### config.mk
export PLATFORM = sky130hd
export DESIGN_NAME = mac_psum_accumulator
export DESIGN_NICKNAME = d
export VERILOG_FILES = /design/src/rtl/mac_psum_accumulator_pkg.sv /design/src/rtl/mac_psum_accumulator_psum_fifo.sv /design/src/rtl/mac_psum_accumulator.sv
export SDC_FILE = /design/constraint.sdc
export NUM_CORES = 1
export LEC_CHECK = 0
export BUFFER_PORTS_ARGS = -buffer_cell sky130_fd_sc_hd__buf_4
export CORE_MARGIN = 2
export CORE_UTILIZATION = 51
export CTS_CLUSTER_DIAMETER = 100
export CTS_CLUSTER_SIZE = 10
export DETAILED_ROUTE_END_ITERATION = 8
export PLACE_DENSITY_LB_ADDON = 0.15
export SYNTH_ARGS = -nofsm -noshare
export SYNTH_HDL_FRONTEND = slang
export SYNTH_SLANG_ARGS = --single-unit
### constraint.sdc
create_clock -name clk -period 7.35 [get_ports clk]
set_input_delay 0.3675 -clock clk [delete_from_list [all_inputs] [get_ports clk]]
set_output_delay 0.3675 -clock clk [all_outputs]
set_load 0.05 [all_outputs]
### src/rtl/mac_psum_accumulator_pkg.sv
`default_nettype none
// ============================================================================
// mac_psum_accumulator_pkg : default widths shared across the conv datapath
// Revision: 1.0
// ============================================================================
package mac_psum_accumulator_pkg;

  localparam int c_data_width      = 8;
  localparam int c_psum_width      = 20;
  localparam int c_fifo_depth      = 4;
  localparam int c_fifo_addr_width = 2;

endpackage
`default_nettype wire

### src/rtl/mac_psum_accumulator_psum_fifo.sv
`default_nettype none
// ============================================================================
// psum_fifo : synchronous FIFO for finished partial sums, sticky overflow flag
// Revision: 1.0
// ============================================================================
module psum_fifo #(
  parameter int WIDTH      = 21,
  parameter int DEPTH      = 4,
  parameter int ADDR_WIDTH = 2
) (
  input  logic                  clk,
  input  logic                  rst,
  input  logic                  i_push,
  input  logic [WIDTH-1:0]      i_data,
  input  logic                  i_pop,
  output logic [WIDTH-1:0]      o_data,
  output logic [ADDR_WIDTH:0]   o_count,
  output logic                  o_empty,
  output logic                  o_overflow
);

  localparam logic [ADDR_WIDTH-1:0] c_ptr_one  = ADDR_WIDTH'(1);
  localparam logic [ADDR_WIDTH:0]   c_cnt_one  = (ADDR_WIDTH+1)'(1);
  localparam logic [ADDR_WIDTH:0]   c_cnt_full = (ADDR_WIDTH+1)'(DEPTH);

  logic [WIDTH-1:0]      r_mem [DEPTH];
  logic [ADDR_WIDTH-1:0] r_wr_ptr;
  logic [ADDR_WIDTH-1:0] r_rd_ptr;
  logic [ADDR_WIDTH:0]   r_count;
  logic                  r_overflow;

  logic w_full;
  logic w_empty;
  logic w_do_pop;
  logic w_do_push;

  assign w_full    = (r_count == c_cnt_full);
  assign w_empty   = (r_count == '0);
  assign w_do_pop  = i_pop & ~w_empty;
  // A full FIFO still accepts a push when the head leaves in the same cycle
  assign w_do_push = i_push & (~w_full | w_do_pop);

  always_ff @(posedge clk) begin
    if (rst && w_do_push) begin
      r_mem[r_wr_ptr] <= i_data;
    end
  end

  always_ff @(posedge clk) begin
    if (!rst) begin
      r_wr_ptr   <= '0;
      r_rd_ptr   <= '0;
      r_count    <= '0;
      r_overflow <= 1'b0;
    end else begin
      if (w_do_push) begin
        r_wr_ptr <= r_wr_ptr + c_ptr_one;
      end
      if (w_do_pop) begin
        r_rd_ptr <= r_rd_ptr + c_ptr_one;
      end
      if (w_do_push && !w_do_pop) begin
        r_count <= r_count + c_cnt_one;
      end else if (!w_do_push && w_do_pop) begin
        r_count <= r_count - c_cnt_one;
      end
      if (i_push && !w_do_push) begin
        r_overflow <= 1'b1;
      end
    end
  end

  assign o_data     = w_empty ? '0 : r_mem[r_rd_ptr];
  assign o_count    = r_count;
  assign o_empty    = w_empty;
  assign o_overflow = r_overflow;

endmodule
`default_nettype wire

### src/rtl/mac_psum_accumulator.sv
`default_nettype none
// ============================================================================
// mac_psum_accumulator : issue/multiply/accumulate pipeline feeding a psum FIFO
// Revision: 1.0
// ============================================================================
module mac_psum_accumulator
  import mac_psum_accumulator_pkg::*;
#(
  parameter int DATA_WIDTH      = c_data_width,
  parameter int PSUM_WIDTH      = c_psum_width,
  parameter int FIFO_DEPTH      = c_fifo_depth,
  parameter int FIFO_ADDR_WIDTH = c_fifo_addr_width
) (
  input  logic                  clk,
  input  logic                  rst,
  input  logic                  stall,
  input  logic                  clr_addr,
  input  logic                  read_data,
  input  logic                  co_pipe,
  input  logic                  at_end_data,
  input  logic [DATA_WIDTH-1:0] ifmap_data,
  input  logic [DATA_WIDTH-1:0] filter_data,
  input  logic                  psum_ready,
  output logic [PSUM_WIDTH-1:0] psum_out,
  output logic                  psum_valid,
  output logic                  psum_last,
  output logic                  stall_req,
  output logic                  err_overflow
);

  localparam logic [FIFO_ADDR_WIDTH+1:0] c_credit_limit = (FIFO_ADDR_WIDTH+2)'(FIFO_DEPTH - 1);

  logic r_v1, r_l1, r_e1;
  logic r_v2, r_l2, r_e2;
  logic [PSUM_WIDTH-1:0] r_prod;
  logic [PSUM_WIDTH-1:0] r_acc;
  logic                  r_first;

  logic signed [PSUM_WIDTH-1:0] w_mul_a;
  logic signed [PSUM_WIDTH-1:0] w_mul_b;
  logic signed [PSUM_WIDTH-1:0] w_prod;
  logic [PSUM_WIDTH-1:0]        w_sum;
  logic                         w_push;
  logic [PSUM_WIDTH:0]          w_fifo_out;
  logic [FIFO_ADDR_WIDTH:0]     w_count;
  logic                         w_empty;
  logic [FIFO_ADDR_WIDTH+1:0]   w_credit;

  // Operands widened first so the low PSUM_WIDTH bits of the product are exact
  assign w_mul_a = PSUM_WIDTH'($signed(ifmap_data));
  assign w_mul_b = PSUM_WIDTH'($signed(filter_data));
  assign w_prod  = w_mul_a * w_mul_b;
  assign w_sum   = (r_first ? '0 : r_acc) + r_prod;
  assign w_push  = r_v2 & r_l2 & ~stall & ~clr_addr;

  always_ff @(posedge clk) begin
    if (!rst) begin
      r_v1    <= 1'b0;
      r_l1    <= 1'b0;
      r_e1    <= 1'b0;
      r_v2    <= 1'b0;
      r_l2    <= 1'b0;
      r_e2    <= 1'b0;
      r_prod  <= '0;
      r_acc   <= '0;
      r_first <= 1'b1;
    end else if (clr_addr) begin
      r_v1    <= 1'b0;
      r_v2    <= 1'b0;
      r_first <= 1'b1;
    end else if (!stall) begin
      r_v1   <= read_data;
      r_l1   <= co_pipe;
      r_e1   <= at_end_data & co_pipe;
      r_v2   <= r_v1;
      r_prod <= w_prod;
      r_l2   <= r_l1;
      r_e2   <= r_e1;
      if (r_v2) begin
        if (r_l2) begin
          r_first <= 1'b1;
        end else begin
          r_acc   <= w_sum;
          r_first <= 1'b0;
        end
      end
    end
  end

  psum_fifo #(
    .WIDTH      (PSUM_WIDTH + 1),
    .DEPTH      (FIFO_DEPTH),
    .ADDR_WIDTH (FIFO_ADDR_WIDTH)
  ) u_psum_fifo (
    .clk        (clk),
    .rst        (rst),
    .i_push     (w_push),
    .i_data     ({w_sum, r_e2}),
    .i_pop      (psum_ready),
    .o_data     (w_fifo_out),
    .o_count    (w_count),
    .o_empty    (w_empty),
    .o_overflow (err_overflow)
  );

  // Windows already closed in S1/S2 each claim a FIFO slot ahead of time
  assign w_credit = (FIFO_ADDR_WIDTH+2)'(w_count)
                  + (FIFO_ADDR_WIDTH+2)'(r_l1 & r_v1)
                  + (FIFO_ADDR_WIDTH+2)'(r_l2 & r_v2);

  assign stall_req  = (w_credit >= c_credit_limit);
  assign psum_valid = ~w_empty;
  assign psum_out   = w_fifo_out[PSUM_WIDTH:1];
  assign psum_last  = w_fifo_out[0];

endmodule
`default_nettype wire

==> summary.txt <==
STA
  – Hold slack: 0.203 ns
  – Worst slew pin tran: roughly 1.2 ns
  – Final setup margin: 3.23 ns
  – Fmax: 243 MHz
  – Max Slew Vio Count: 0
  – RSZ-0062 raised after global routing: false
  – Final Hold Vio Count: 0
  – Min Tclk post-route: 4.12 ns
  – Final period util: 56.1%
  – Worst rel slew slack: 23.3%
  – Clock skew: 0.0150 ns
  – Final setup fails: 0
  – Setup TNS: 0 ns

Die
  – DIE WIDTH: 137 um
  – I/O pin count: 48
  – Die area: 0.0189 mm^2
  – Chip Height: 137 um
  – Site Rows: 48
  – Initial core utilization: 52.3%
  – CORE AREA: 0.0174 mm^2

Routing
  – Overall via count from detail_route: 6038
  – Initial DRT Pass Iterations: 5
  – Post-route ant nets: 0
  – Drt total wl: 18000 um
  – First DRT Iteration DRCs: 364
  – DRC: 0
  – Vias per cell: around 5.4
  – DR WL/cell: roughly 16 um

Global route
  – Largest net degree at the start of global routing: 70
  – Met2 Use GR: 35.6%
  – Met1 Usage GRT: 26.5%
  – Met3 usage: 3.50%
  – Antenna violations before repair: 0
  – Layer with the highest usage: met2
  – First-pass GRT wire length: 30000 um
  – Total global routing overflow: 0
  – Vias in the first global route: 6125
  – GR Util All Layers: between 20 and 25%

Power and ir drop
  – Static leakage: 4.17 nW
  – Worst vdd ir: 0.000261 V
  – Pwr dens: 313 mW/mm^2

Logic synthesis
  – Yosys warns: 0
  – Netlist area before placement: just over 0.009 mm^2
  – Post-synth EDFFs: 84
  – Unique masters post-synth: 55
  – Count leader, synth: inv_1
  – #FFs+latches synth: between 100 and 150
  – Async SR Flop Fraction: 0%
  – Share of the synthesized area in the top cell type: ~28%
  – Syn nets: ~970
  – Area leader, netlist: edfxtp_1
  – Sequential-to-total area share from yosys stat: 39.5%
  – Syn_area_per_cell: 10.9 um^2
  – Commonest cells in the synthesized netlist: 92 x inv_1, 84 x edfxtp_1, 76 x and2_1, 73 x nand2_1, 58 x fa_1
  – Synth top area cells: edfxtp_1 28%, fa_1 13%, dfxtp_1 12%
  – Top FF cell, synth: edfxtp_1
  – Cell count after synthesis: approximately 830

Clock tree
  – Worst-Skew Late Latency: between 0.4 and 0.5 ns
  – CTS HTree Levels: 4
  – Deepest clock path buffer count: 2
  – Clk sinks: 137
  – CTS tree: done
  – Post-CTS sizing: 0
  – Post-CTS Setup Repair Bufs: 0
  – Root Driver: clkbuf_16
  – Post-CTS Hold Fix Bufs: 0
  – Clock transition at path regs: approximately 0.050 ns
  – Inserted Clock Buffers: 17

Placement
  – Inst Count DP: 1078
  – Pre-CTS WS: 2.78 ns
  – RePlAce Congestion: 0.850
  – PortBufs: 47
  – DP HPWL: 13400 um

Worst setup path
  – CP startpoint kind: primary input
  – WP data arrival: 4.41 ns
  – Crit. End Element: flip-flop
  – Worst Path Max Fanout: 6
  – CP Class: primary input to flip-flop
  – Worst EP required: approximately 7.6 ns

Cells and area
  – P&R area growth vs syn: 12.7%
  – Share of layout cells above drive strength 1: 11.8%
  – Post-Layout Cell Count: 1110
  – Ant diodes: 0
  – Nets: 1008

Status
  – Outcome: completed

Run
  – Max cap viols: 0

Hold path
  – Hold WC Path Type: primary input to flip-flop
## per-layer routing
metal	routed length (um)	vias to the layer above
li1	-	2951
met1	8010	2960
met2	9190	114
met3	656	13
met4	160	0
met5	0	-
## cell usage in the layout (no fill, tap or decap), types with 6 or more instances in the layout
cell type and n:
ha_1 54, o21ai_0 19, a21o_1 10, a21boi_0 21
xor2_1 6, a21oi_1 21, a31oi_1 8, inv_1 92
nor2b_1 30, o211ai_1 7, buf_4 50, mux2i_1 9
dfxtp_1 53, clkbuf_16 17, and2_1 76, mux4_2 21
xnor2_1 26, and3_1 9, nor3_1 8, nand2_1 73
nor2_1 23, edfxtp_1 84, fa_1 58, nand2b_1 7
nand3_1 27
## state kept, by name, indices dropped and copies added (netlist names), 2 cells and up, named ones only
register,count
u_psum_fifo.r_rd_ptr,2
r_acc,20
u_psum_fifo.o_count,3
u_psum_fifo.r_wr_ptr,2
u_psum_fifo.r_mem,84
r_prod,16
## worst max-delay path, stage by stage
cell and delay [ns]:
buf_4 0.13, inv_1 0.15, nor2_1 0.09, fa_1 0.51, fa_1 0.53, fa_1 0.54, inv_1 0.05, fa_1 0.53
inv_1 0.04, ha_1 0.33, o21a_1 0.19, o21a_1 0.18, a2111o_1 0.35, a31oi_1 0.20, xnor2_1 0.14, a21oi_1 0.08
## per-stage QoR
stage | util [%] | instance area [um^2] | total power, W
finish | 58.9 | 10200 | 0.00320
detailed placement | 55.4 | 9610 | 0.00235
global placement | 55.4 | 9610 | 0.00232
CTS | 58.9 | 10200 | 0.00323
global route | 58.9 | 10200 | 0.00342
floorplan | - | 9070 | 0.00200
## final timing paths
check        cells past startpoint  slack [ns]                        to           start
max                             16        3.23                r_prod[18]  filter_data[7]
min                              3        0.20                      r_v1       read_data
max reg2reg                      8        3.95  u_psum_fifo.r_mem[1][19]         r_first
min reg2reg                      2        0.46                 r_acc[10]       r_acc[10]
## cell families after synthesis
group / after synthesis / share of synthesized area (%)
simple gates: 278 / 16.4
flops: 137 / 39.5
compound gates: 122 / 9.43
buf+inv: 122 / 5.12
fa+ha+maj: 112 / 20.2
xor+xnor: 32 / 3.09
mux: 30 / 6.20
## cell type report
| cell class | count | area [um^2] |
|---|---|---|
| multi-input combinational | 574 | 5030 |
| fill | 1437 | 7130 |
| clock inverter | 11 | 171 |
| timing repair buffer | 50 | 375 |
| inverter | 92 | 345 |
| sequential | 137 | 3580 |
| clock buffer | 21 | 440 |
| tap | 225 | 282 |
## power by group
group	switching, W	internal (W)	total [W]
sequential	0.0000383	0.000880	0.000918
clock	0.000310	0.000568	0.000878
combinational	0.000867	0.000534	0.00140
Power figures use the tool's default switching activity.
